<file path="src/rtl/config_shift_loader_pkg.sv">
// Shared fabric configuration definitions: loader state encoding and the
// default word / chain sizes used by the tile-column configuration loader.
package config_shift_loader_pkg;

    localparam int CFG_WORD_W_DEF    = 32;
    localparam int CFG_CHAIN_LEN_DEF = 1024;

    typedef enum logic [2:0] {
        ST_IDLE  = 3'd0,
        ST_LOAD  = 3'd1,
        ST_SHIFT = 3'd2,
        ST_SET   = 3'd3,
        ST_DONE  = 3'd4
    } cfg_state_t;

    // Index width for a counter covering 0..n-1, never narrower than one bit.
    function automatic int cfg_idx_w(input int n);
        return (n > 1) ? $clog2(n) : 1;
    endfunction

endpackage

</file>
<file path="src/rtl/config_shift_loader_piso.sv">
// Parallel-in serial-out shift register, MSB first. Load wins over shift.
module config_shift_loader_piso #(
    parameter int W = 32
) (
    input  logic         clk,
    input  logic         rst,
    input  logic         i_load,
    input  logic         i_shift,
    input  logic [W-1:0] i_data,
    output logic         o_msb
);

    logic [W-1:0] r_sr;

    // Capture a new word or move the current one up by one bit.
    always_ff @(posedge clk or posedge rst) begin
        if (rst) begin
            r_sr <= '0;
        end else if (i_load) begin
            r_sr <= i_data;
        end else if (i_shift) begin
            r_sr <= r_sr << 1;
        end
    end

    assign o_msb = r_sr[W-1];

endmodule

</file>
<file path="src/rtl/config_shift_loader.sv">
// Tile-column configuration loader: takes host words, serialises them MSB
// first into the column shift chain with a qualifying clock enable, then
// issues a single commit pulse.
//
// state | meaning
// ------+-----------------------------------------------------------
// IDLE  | no load in progress, waiting for start
// LOAD  | waiting for the next host word, chain clock held off
// SHIFT | one chain bit per cycle on shift_out with cen high
// SET   | whole chain shifted, one-cycle commit pulse on set_out
// DONE  | load complete, waiting for the next start
module config_shift_loader
    import config_shift_loader_pkg::*;
#(
    parameter int WORD_W    = CFG_WORD_W_DEF,
    parameter int CHAIN_LEN = CFG_CHAIN_LEN_DEF
) (
    input  logic              clk,
    input  logic              rst,
    input  logic              start,
    input  logic [WORD_W-1:0] in_data,
    input  logic              in_valid,
    output logic              in_ready,
    output logic              shift_out,
    output logic              cen,
    output logic              set_out,
    output logic              busy,
    output logic              done
);

    localparam int CNT_W = $clog2(CHAIN_LEN + 1);
    localparam int WB_W  = cfg_idx_w(WORD_W);
    localparam logic [CNT_W-1:0] LAST_BIT  = CNT_W'(CHAIN_LEN - 1);
    localparam logic [WB_W-1:0]  LAST_WBIT = WB_W'(WORD_W - 1);

    cfg_state_t       r_state;
    cfg_state_t       w_next;
    logic [CNT_W-1:0] r_bit_cnt;
    logic [WB_W-1:0]  r_wbit;
    logic             w_load;
    logic             w_shift;
    logic             w_cnt_clr;
    logic             w_msb;
    logic             w_last_chain;
    logic             w_last_word;

    // The final chain bit takes precedence over the word boundary, so the
    // unused LSBs of a partial last word are simply never shifted out.
    assign w_last_chain = (r_bit_cnt == LAST_BIT);
    assign w_last_word  = (r_wbit == LAST_WBIT);

    config_shift_loader_piso #(
        .W (WORD_W)
    ) u_piso (
        .clk     (clk),
        .rst     (rst),
        .i_load  (w_load),
        .i_shift (w_shift),
        .i_data  (in_data),
        .o_msb   (w_msb)
    );

    // State register.
    always_ff @(posedge clk or posedge rst) begin
        if (rst) begin
            r_state <= ST_IDLE;
        end else begin
            r_state <= w_next;
        end
    end

    // Chain bit counter (per load) and bit position within the current word.
    always_ff @(posedge clk or posedge rst) begin
        if (rst) begin
            r_bit_cnt <= '0;
            r_wbit    <= '0;
        end else begin
            if (w_cnt_clr) begin
                r_bit_cnt <= '0;
            end else if (r_state == ST_SHIFT) begin
                r_bit_cnt <= r_bit_cnt + 1'b1;
            end
            if (w_load) begin
                r_wbit <= '0;
            end else if (w_shift) begin
                r_wbit <= r_wbit + 1'b1;
            end
        end
    end

    // Next-state and output decode.
    always_comb begin
        w_next    = r_state;
        in_ready  = 1'b0;
        shift_out = 1'b0;
        cen       = 1'b0;
        set_out   = 1'b0;
        busy      = 1'b0;
        done      = 1'b0;
        w_load    = 1'b0;
        w_shift   = 1'b0;
        w_cnt_clr = 1'b0;
        unique case (r_state)
            ST_IDLE: begin
                if (start) begin
                    w_next    = ST_LOAD;
                    w_cnt_clr = 1'b1;
                end
            end
            ST_LOAD: begin
                busy     = 1'b1;
                in_ready = 1'b1;
                if (in_valid) begin
                    w_load = 1'b1;
                    w_next = ST_SHIFT;
                end
            end
            ST_SHIFT: begin
                busy      = 1'b1;
                cen       = 1'b1;
                shift_out = w_msb;
                w_shift   = 1'b1;
                if (w_last_chain) begin
                    w_next = ST_SET;
                end else if (w_last_word) begin
                    // Accepting here keeps the chain clock running with no bubble.
                    in_ready = 1'b1;
                    if (in_valid) begin
                        w_load = 1'b1;
                    end else begin
                        w_next = ST_LOAD;
                    end
                end
            end
            ST_SET: begin
                busy    = 1'b1;
                set_out = 1'b1;
                w_next  = ST_DONE;
            end
            ST_DONE: begin
                done = 1'b1;
                if (start) begin
                    w_next    = ST_LOAD;
                    w_cnt_clr = 1'b1;
                end
            end
            default: begin
                w_next = ST_IDLE;
            end
        endcase
    end

endmodule

</file>
<file path="config.mk">
export PLATFORM = sky130hd
export DESIGN_NAME = config_shift_loader
export DESIGN_NICKNAME = d
export VERILOG_FILES = /design/src/rtl/config_shift_loader_pkg.sv /design/src/rtl/config_shift_loader_piso.sv /design/src/rtl/config_shift_loader.sv
export SDC_FILE = /design/constraint.sdc
export NUM_CORES = 1
export LEC_CHECK = 0
export BUFFER_PORTS_ARGS = -buffer_cell sky130_fd_sc_hd__buf_2
export CAP_MARGIN = 25
export CORE_UTILIZATION = 63
export CTS_BUF_LIST = sky130_fd_sc_hd__clkbuf_2
export DETAILED_ROUTE_END_ITERATION = 16
export PLACE_DENSITY = 0.86
export SLEW_MARGIN = 20
export SYNTH_ARGS = -nofsm -noshare
export SYNTH_HDL_FRONTEND = slang
export SYNTH_SLANG_ARGS = --single-unit
</file>
<file path="constraint.sdc">
create_clock -name clk -period 4.7 [get_ports clk]
set_input_delay 0.94 -clock clk [delete_from_list [all_inputs] [get_ports clk]]
set_output_delay 0.94 -clock clk [all_outputs]
set_load 0.1 [all_outputs]
</file>
# --- Word level (Yosys, flattened, before mapping) ---
# Cells that the tools add are included.
totals:
  register_bits: 51
  latchBits: 0
  ramBits: 0
  mem_bits_ro: 0
  word_cells: 48
  mem_count: 0
classes:
  addsub: 2
  n_mul: 0
  div: 0
  order_cmp: 0
  eq_ne: 10
  shifts: 0
  n_mux: 26
  n_bitwise: 0
  n_reduce_logical: 6
ops:
  columns: ["operator", "n"]
  rows:
  - ["32-bit 2-to-1 mux", 2]
  - ["11-bit 2-to-1 mux", 2]
  - ["3-bit 2-to-1 mux", 5]
  - ["1-bit 2-to-1 mux", 12]
  - ["3-bit one-hot mux with 4 select lines", 1]
  - ["11-bit by 1-bit adder with 11-bit output (second input constant)", 1]
  - ["11-bit by 10-bit == test with 1-bit output (second input constant)", 1]
  - ["5-bit 2-to-1 mux", 2]
  - ["3-bit by 2-bit == test with 1-bit output (second input constant)", 2]
  - ["3-bit inequality test (second input constant)", 2]
  - ["5-bit by 1-bit adder with 5-bit output (second input constant)", 1]
  - ["5-bit == test (second input constant)", 1]
  - ["1-bit one-hot mux with 2 select lines", 2]
  - ["4-bit AND reduction", 1]
  - ["2-bit nonzero test", 2]
  - ["3-bit by 1-bit == test with 1-bit output (second input constant)", 1]
  - ["3-bit == test (second input constant)", 1]
  - ["3-bit zero test", 1]
  - ["3-bit OR reduction", 1]
  - ["2-bit by 1-bit inequality test with 1-bit output (second input constant)", 1]
  - ["2-bit inequality test (second input constant)", 1]
  - ["2-bit OR reduction", 1]

# --- Longest topological paths before layout ---
# Gate-level depths: netlist of run 1.
depth:
  ltp_word: 5
  ltp_mapped: 8

# --- Modules after synthesis ---
# A second synthesis of run 1 with hierarchy kept.
hier_totals:
  hier_cells: 254
  area_unflattened_um2: 2593.7
by_module_without_submodules:
  columns: ["mod", "instances", "cells_each", "area_each_um2", "seq_area_each_um2"]
  rows:
  - ["config_shift_loader_piso", 1, 140, 1519.0, 800.8]
  - ["config_shift_loader", 1, 114, 1074.8, 475.5]

# --- Worst setup path after synthesis of run 1 ---
# Ideal clock, no wire load.
synth_timing:
  kind: "reg2out"
  startpoint: "register r_state[2]"
  endpoint: "output port shift_out"
  arrival_time_ns: 2.509
  path_slack_ns: 1.251
  stages_incl_launch_ff: 6
  path_buffers: 2
  cell_sequence: "dfrtp_1 -> or3b_2 -> clkbuf_1 -> clkinv_1 -> buf_2 -> and2_1"
synth_between:
  elab_chain_len: 2
synth_lines:
  columns: ["element", "line_no", "text"]
  rows:
  - ["start: declaration", "config_shift_loader.sv:36", "cfg_state_t r_state;"]
  - ["start signal: assignment", "config_shift_loader.sv:68", "r_state <= w_next;"]
  - ["3-bit by 2-bit == test with 1-bit output", "config_shift_loader.sv:103", "unique case (r_state)"]
  - ["1-bit 2-to-1 mux", "config_shift_loader.sv:103", null]
  - ["end: declaration", "config_shift_loader.sv:24", "output logic shift_out,"]
# No other way between the ends.

# --- Worst setup path in the final report of run 1 ---
layout_timing:
  startpoint: "register r_state[1]"
  endpoint: "output port shift_out"
# The elaborated chain is that of the path after synthesis.

==> qor.txt, run 1 <==
status - completed
Slew Limit Fails - 0
Final Hold Viols - 0
ant diodes - 0
Initial Util - 66.70%
clock slew at reported path FFs - 240 ps
Seq/Total Area, Yosys - 47.16%
number of global-route vias before repair - 1,838
WL/cell - 12.32 um
GR Overflow Total - 0
Synth top area share - 47.16%
Root Driver - clkbuf_2
Synth async-reset ratio - 100.0%
CP max stage delay - 800 ps
cts hold-fix bufs - 0
Critical Path Slowest Stage Cell - or3b_2
share of cells above drive strength 1 - 28.13%
Netlist cell types - 34
Critical Path RT - 3760 ps
ranking of synthesized cells by area - dfrtp_1, nand2_1, mux2_4
register area - 1276 sq um
CTS tree - done
Remaining DRCs - 0
setup TNS - 0 ps
PnR Total Power - 1.841 mW
max cap viols - 0
net total in the final layout - 358
Chip Width - 67.54 um
Register-to-Register Path Depth - 6
die height - 67.54 um
top_reg_cell synth - dfrtp_1
Max-slew headroom - 40.36%
Pre-antenna DRT Iters - 4
Clock Tree Buf Depth - 2
min-delay worst type - in2async
WP data arrival - 2920 ps
cts bufs inserted - 5
Crit. End Element - primary output
Final min period - 3864 ps
Worst Tran Pin Value - 894.6 ps
IO Count - 42
number of synthesized flops with an enable pin - 0
Detailed Route Iter0 Violations - 68
Post-CTS Setup Inserts - 0
hpwl dp - 3.103 mm
#FFs+latches synth - 51
Yosys top cell by area - dfrtp_1
Ys Warns - 0
fillers - 316
CP max FO - 45
Post-CTS Resized - 0
pwr dens - 623.0 nW/um^2
Clock Sink Count - 51
clk_lat worst skew - 430 ps
final number of setup-violating endpoints - 0
Vias - 1,949
unrepaired setup endpoints after global routing - false
Final Skew - 18.24 ps
critical path class - reg2out
final hold slack - 501.6 ps
gpl congestion - 0.7521
Cell Area, Synth - 2706 sq um
LEAKAGE - 1.564 nW
pin count of the biggest net entering global routing - 46
die area - 4562 sq um
r2r endpoint - u_piso.r_sr[17]$_DFFE_PP0P_
via/cell ratio - 5.268
Core Area - 4058 sq um
Routed Antenna Nets - 0
Worst Path Buf+Inv - 2
critical path's top delay family - simple AND/OR/NAND/NOR gates
VDD IR max - 0.3180 mV
first-pass GRT wire length - 7.762 mm
synthesized instance count - 281
CP cell instances - or3b_2 -> clkinv_1 -> and2_1 -> buf_2
flop2flop setup slack - 1920 ps
global router's overall resource usage - 23.33%
Tcrit/Tclk final - 82.21%
syn_nets - 320
initial antenna violation count - 0
Syn Area/Cell - 9.631 sq um
DRT Wirelength - 4.557 mm
area delta synth->final - 9.200%
Max Clk Rate - 0.2588 GHz
H-tree depth - 2
# port buffers - 41
Reg-to-Reg Start - r_state[1]$_DFFE_PP0P_
row cnt - 23
Multi-input gate area - 1303 sq um
Worst setup SP type - register
registers in the layout, indices dropped and copies added, names as in the netlist:
register     count
r_state          3
u_piso.r_sr     32
r_wbit           5
r_bit_cnt       11
through the flow:
step                      std cells  cell area, sq um  utilization, %  worst slack, ps
after floorplan                 281              2706               -             1251
after global placement          361              2895           71.35             1370
after detailed placement        362              2915           71.85             1346
after CTS                       370              2955           72.83            802.9
after global routing            370              2955           72.83            548.2
final                           370              2955           72.83            836.1
worst register-to-register path: stages, from the launching register on:
cell,delay (ps)
dfrtp_1,470
or3b_2,800
clkinv_1,610
buf_4,400
nand2_1,110
nand2_1,50
mux2_4,260
worst max path at each step:
stage	startpoint	endpoint	slack, ps	cells after the start
after detailed placement	r_state[1]$_DFFE_PP0P_	shift_out	1350	4
after global placement	r_state[1]$_DFFE_PP0P_	shift_out	1370	4
after global routing	r_state[1]$_DFFE_PP0P_	shift_out	550	4
final	r_state[1]$_DFFE_PP0P_	shift_out	840	4
after CTS	r_state[1]$_DFFE_PP0P_	shift_out	800	4
after floorplan	r_state[2]$_DFFE_PP0P_	shift_out	1250	5
routing by layer:
layer / up-vias / wire (um) / GRT usage (%)
met5: - / 0 / 0
met4: 0 / 28 / 7.979
met3: 2 / 173 / 5.574
met2: 45 / 2223 / 38.61
met1: 912 / 2131 / 29.78
li1: 990 / - / -
cells in the final DEF (no fill, tap or decap), types with 2 or more instances in the layout:
cell and n:
o21ai_0 3, clkbuf_2 5, buf_4 3, nor2_1 16, inv_1 5, nor4_1 3
dfrtp_1 51, xor2_1 4, xnor2_1 7, nor2b_1 2, a21oi_1 8, nand2_1 106
mux2_4 24, nor3_1 4, mux2_2 7, clkinv_2 3, and2_1 2, buf_2 41
ha_1 3, nand4_1 2, nand3_1 3, a21o_1 4
power breakdown:
group / internal [mW] / switching (mW) / leakage (nW)
Sequential: 0.604 / 0.0985 / 0.659
Combinational: 0.427 / 0.544 / 0.873
Clock: 0.0342 / 0.133 / 0.0325
synth_stat cells, types with 3 or more instances:
master    instances
a21o_1            4
a21oi_1           8
clkbuf_1          9
dfrtp_1          51
ha_1              3
inv_1             6
mux2_2            7
mux2_4           24
nand2_1         106
nand3_1           3
nor2_1           16
nor3_1            4
nor4_1            3
o21ai_0           3
xnor2_1           7
xor2_1            4
kinds of logic after synthesis:
| kind of cell | Yosys count | synth area share, % |
|---|---|---|
| AND/OR/NAND/NOR | 144 | 22.28 |
| AO/OA/AOI/OAI | 20 | 4.670 |
| adder cells (fa/ha/maj) | 3 | 1.387 |
| XOR/XNOR | 11 | 3.560 |
| buffers and inverters | 21 | 4.715 |
| multiplexers | 31 | 16.23 |
| flip-flops | 51 | 47.16 |
cell type report:
cell class | count | area share, %
repair buffers | 45 | 8.383
inverters | 7 | 0.8891
multi-input cells | 209 | 44.07
well taps | 50 | 2.117
clock buffers | 5 | 0.8467
clock inverters | 3 | 0.5080
flip-flops and latches | 51 | 43.18
No activity file was read; power rests on OpenSTA's default activity.
==> run 2, diff against run 1 <==
Settings changed: CORE_UTILIZATION 63 to 53, PLACE_DENSITY 0.86 to 0.77.
Clock period 4.7 ns to 3.1 ns, I/O delays scaled along.
==> qor.txt, run 2 (synthesis gave the netlist of run 1 again) <==
Util after Layout - 63.12% (-9.7 points)
cts bufs inserted - 5 (unchanged)
Post-CTS Setup Inserts - 0 (unchanged)
Core Area - 4817 sq um (+19%)
Initial Util - 56.18% (-11 points)
Cell Area, Placed - 2948 sq um (+1.1%)
Largest register FFs - 32 (unchanged)
CTS tree - done
ant diodes - 0 (unchanged)
Routed Antenna Nets - 0 (unchanged)
hpwl dp - 3.222 mm (+3.8%)
H-tree depth - 2 (unchanged)
min-delay worst type - in2async
GR Overflow Total - 0 (unchanged)
global router's overall resource usage - 19.70% (-3.6 points)
share of cells above drive strength 1 - 29.10% (+0.98 points)
Crit. End Element - primary output
Root Driver - clkbuf_2
final std cells w/o fill - 390 (+5.4%)
status - completed
commonest non-fill, non-tap cell in the layout - nand2_1
setup TNS - 0 ps (unchanged)
Vias - 1,931 (-0.92%)
pin count of the biggest net entering global routing - 45 (-2.2%)
fillers - 430 (+36%)
Final min period - 2929 ps
unrepaired setup endpoints after global routing - false
clock slew at reported path FFs - 270 ps (+30 ps)
net total in the final layout - 361 (+0.84%)
Most flops, register - u_piso.r_sr
Cells after DPL - 382 (+5.5%)
fin worst setup slack - 170.8 ps (-665.3 ps)
via/cell ratio - 4.951 (-6.0%)
DRT Wirelength - 4.606 mm (+1.1%)
Clock Sink Count - 51 (unchanged)
WP data arrival - 2310 ps (-610 ps)
row cnt - 25 (+8.7%)
VDD IR max - 0.5162 mV (+62%)
Chip Width - 73.46 um (+8.8%)
Final Skew - 28.57 ps (+10.33 ps)
initial antenna violation count - 0 (unchanged)
clk_lat worst skew - 440 ps (about the same)
CP cell instances - or3b_2 -> clkinv_1 -> and2_2 -> buf_2
Critical Path Slowest Stage Cell - or3b_2
CP max stage delay - 510 ps (-290 ps)
# port buffers - 41 (unchanged)
Tcrit/Tclk final - 94.49%
Largest regs - u_piso.r_sr (32), r_bit_cnt (11), r_wbit (5)
pwr dens - 982.1 nW/um^2 (+58%)
critical path class - reg2out
Critical Path RT - 2480 ps (-1280 ps)
Worst setup SP type - register
LEAKAGE - 1.592 nW (+1.8%)
Worst Path Buf+Inv - 2 (unchanged)
die area - 5396 sq um (+18%)
number of global-route vias before repair - 1,851 (+0.71%)
WL/cell - 11.81 um (-4.1%)
die height - 73.46 um (+8.8%)
cts hold-fix bufs - 0 (unchanged)
pre-CTS WS - 690.7 ps (-655.6 ps)
IO Count - 42 (unchanged)
max cap viols - 0 (unchanged)
Detailed Route Iter0 Violations - 109 (+60%)
most frequent cells in the layout - nand2_1, dfrtp_1, buf_2, mux2_4, nor2_1
final hold slack - 160.6 ps (-340.9 ps)
Max Clk Rate - 0.3414 GHz
final number of setup-violating endpoints - 0 (unchanged)
area delta synth->final - 12.34%
CP max FO - 15 (-67%)
Post-CTS Resized - 0 (unchanged)
Final Hold Viols - 0 (unchanged)
critical path's top delay family - simple AND/OR/NAND/NOR gates
PnR Total Power - 2.986 mW (+62%)
Clock Tree Buf Depth - 2 (unchanged)
gpl congestion - 0.7142 (-5.0%)
Remaining DRCs - 0 (unchanged)
Pre-antenna DRT Iters - 4 (unchanged)
Worst Tran Pin Value - 540.8 ps (-353.8 ps)
Max-slew headroom - 63.89% (+24 points)
Slew Limit Fails - 0 (unchanged)
fin area - 3040 sq um (+2.9%)
first-pass GRT wire length - 8.148 mm (+5.0%)
==> run 2: cell count changes in the layout (fill, tap and decap cells not counted) <==
cell	before	now
and2_1	2	1
and2_2	0	1
buf_12	1	0
buf_4	3	7
bufinv_16	0	2
clkinv_2	3	0
clkinvlp_4	0	1
==> run 2: layout make-up <==
class	instances	area, sq um	share of cell area (%)
clock buffers	5	25.02	0.8230
inverters	7	26.28	0.8642
repair buffers	48	257.7	8.477
well taps	67	83.83	2.757
multi-input cells	209	1304	42.88
flip-flops and latches	51	1276	41.98
clock inverters	3	67.56	2.222
==> run 2: per-layer routing <==
metal  GRT usage (%)  wire (um)
met5               0          0
met4           5.769         51
met3           4.527        172
met2           33.03       2181
met1           25.52       2201
==> run 2: final timing paths <==
path,cells after the start,startpoint,to,slack (ps)
setup / recovery,4,r_state[2]$_DFFE_PP0P_,shift_out,170
hold / removal,2,rst,u_piso.r_sr[10]$_DFFE_PP0P_,160
setup reg to reg,6,r_bit_cnt[0]$_DFFE_PP0P_,u_piso.r_sr[14]$_DFFE_PP0P_,700
hold reg to reg,2,r_wbit[4]$_DFFE_PP0P_,r_wbit[4]$_DFFE_PP0P_,550
max in group asynchronous,3,rst,u_piso.r_sr[13]$_DFFE_PP0P_,2180
min in group clk,2,in_data[0],u_piso.r_sr[0]$_DFFE_PP0P_,370
==> run 2: report_power, final <==
part           total, mW  leakage, nW  switching [mW]  internal (mW)
clock              0.428       0.0492           0.212          0.216
combinational       1.49        0.884           0.825          0.665
sequential          1.07        0.659           0.152          0.916
==> run 2: worst register-to-register path, cell delays in order (launching register included) <==
cell and delay [ps]:
dfrtp_1 460, ha_1 190, nand3_1 180, or4_4 480, o211a_2 410, buf_4 280
mux2_4 320
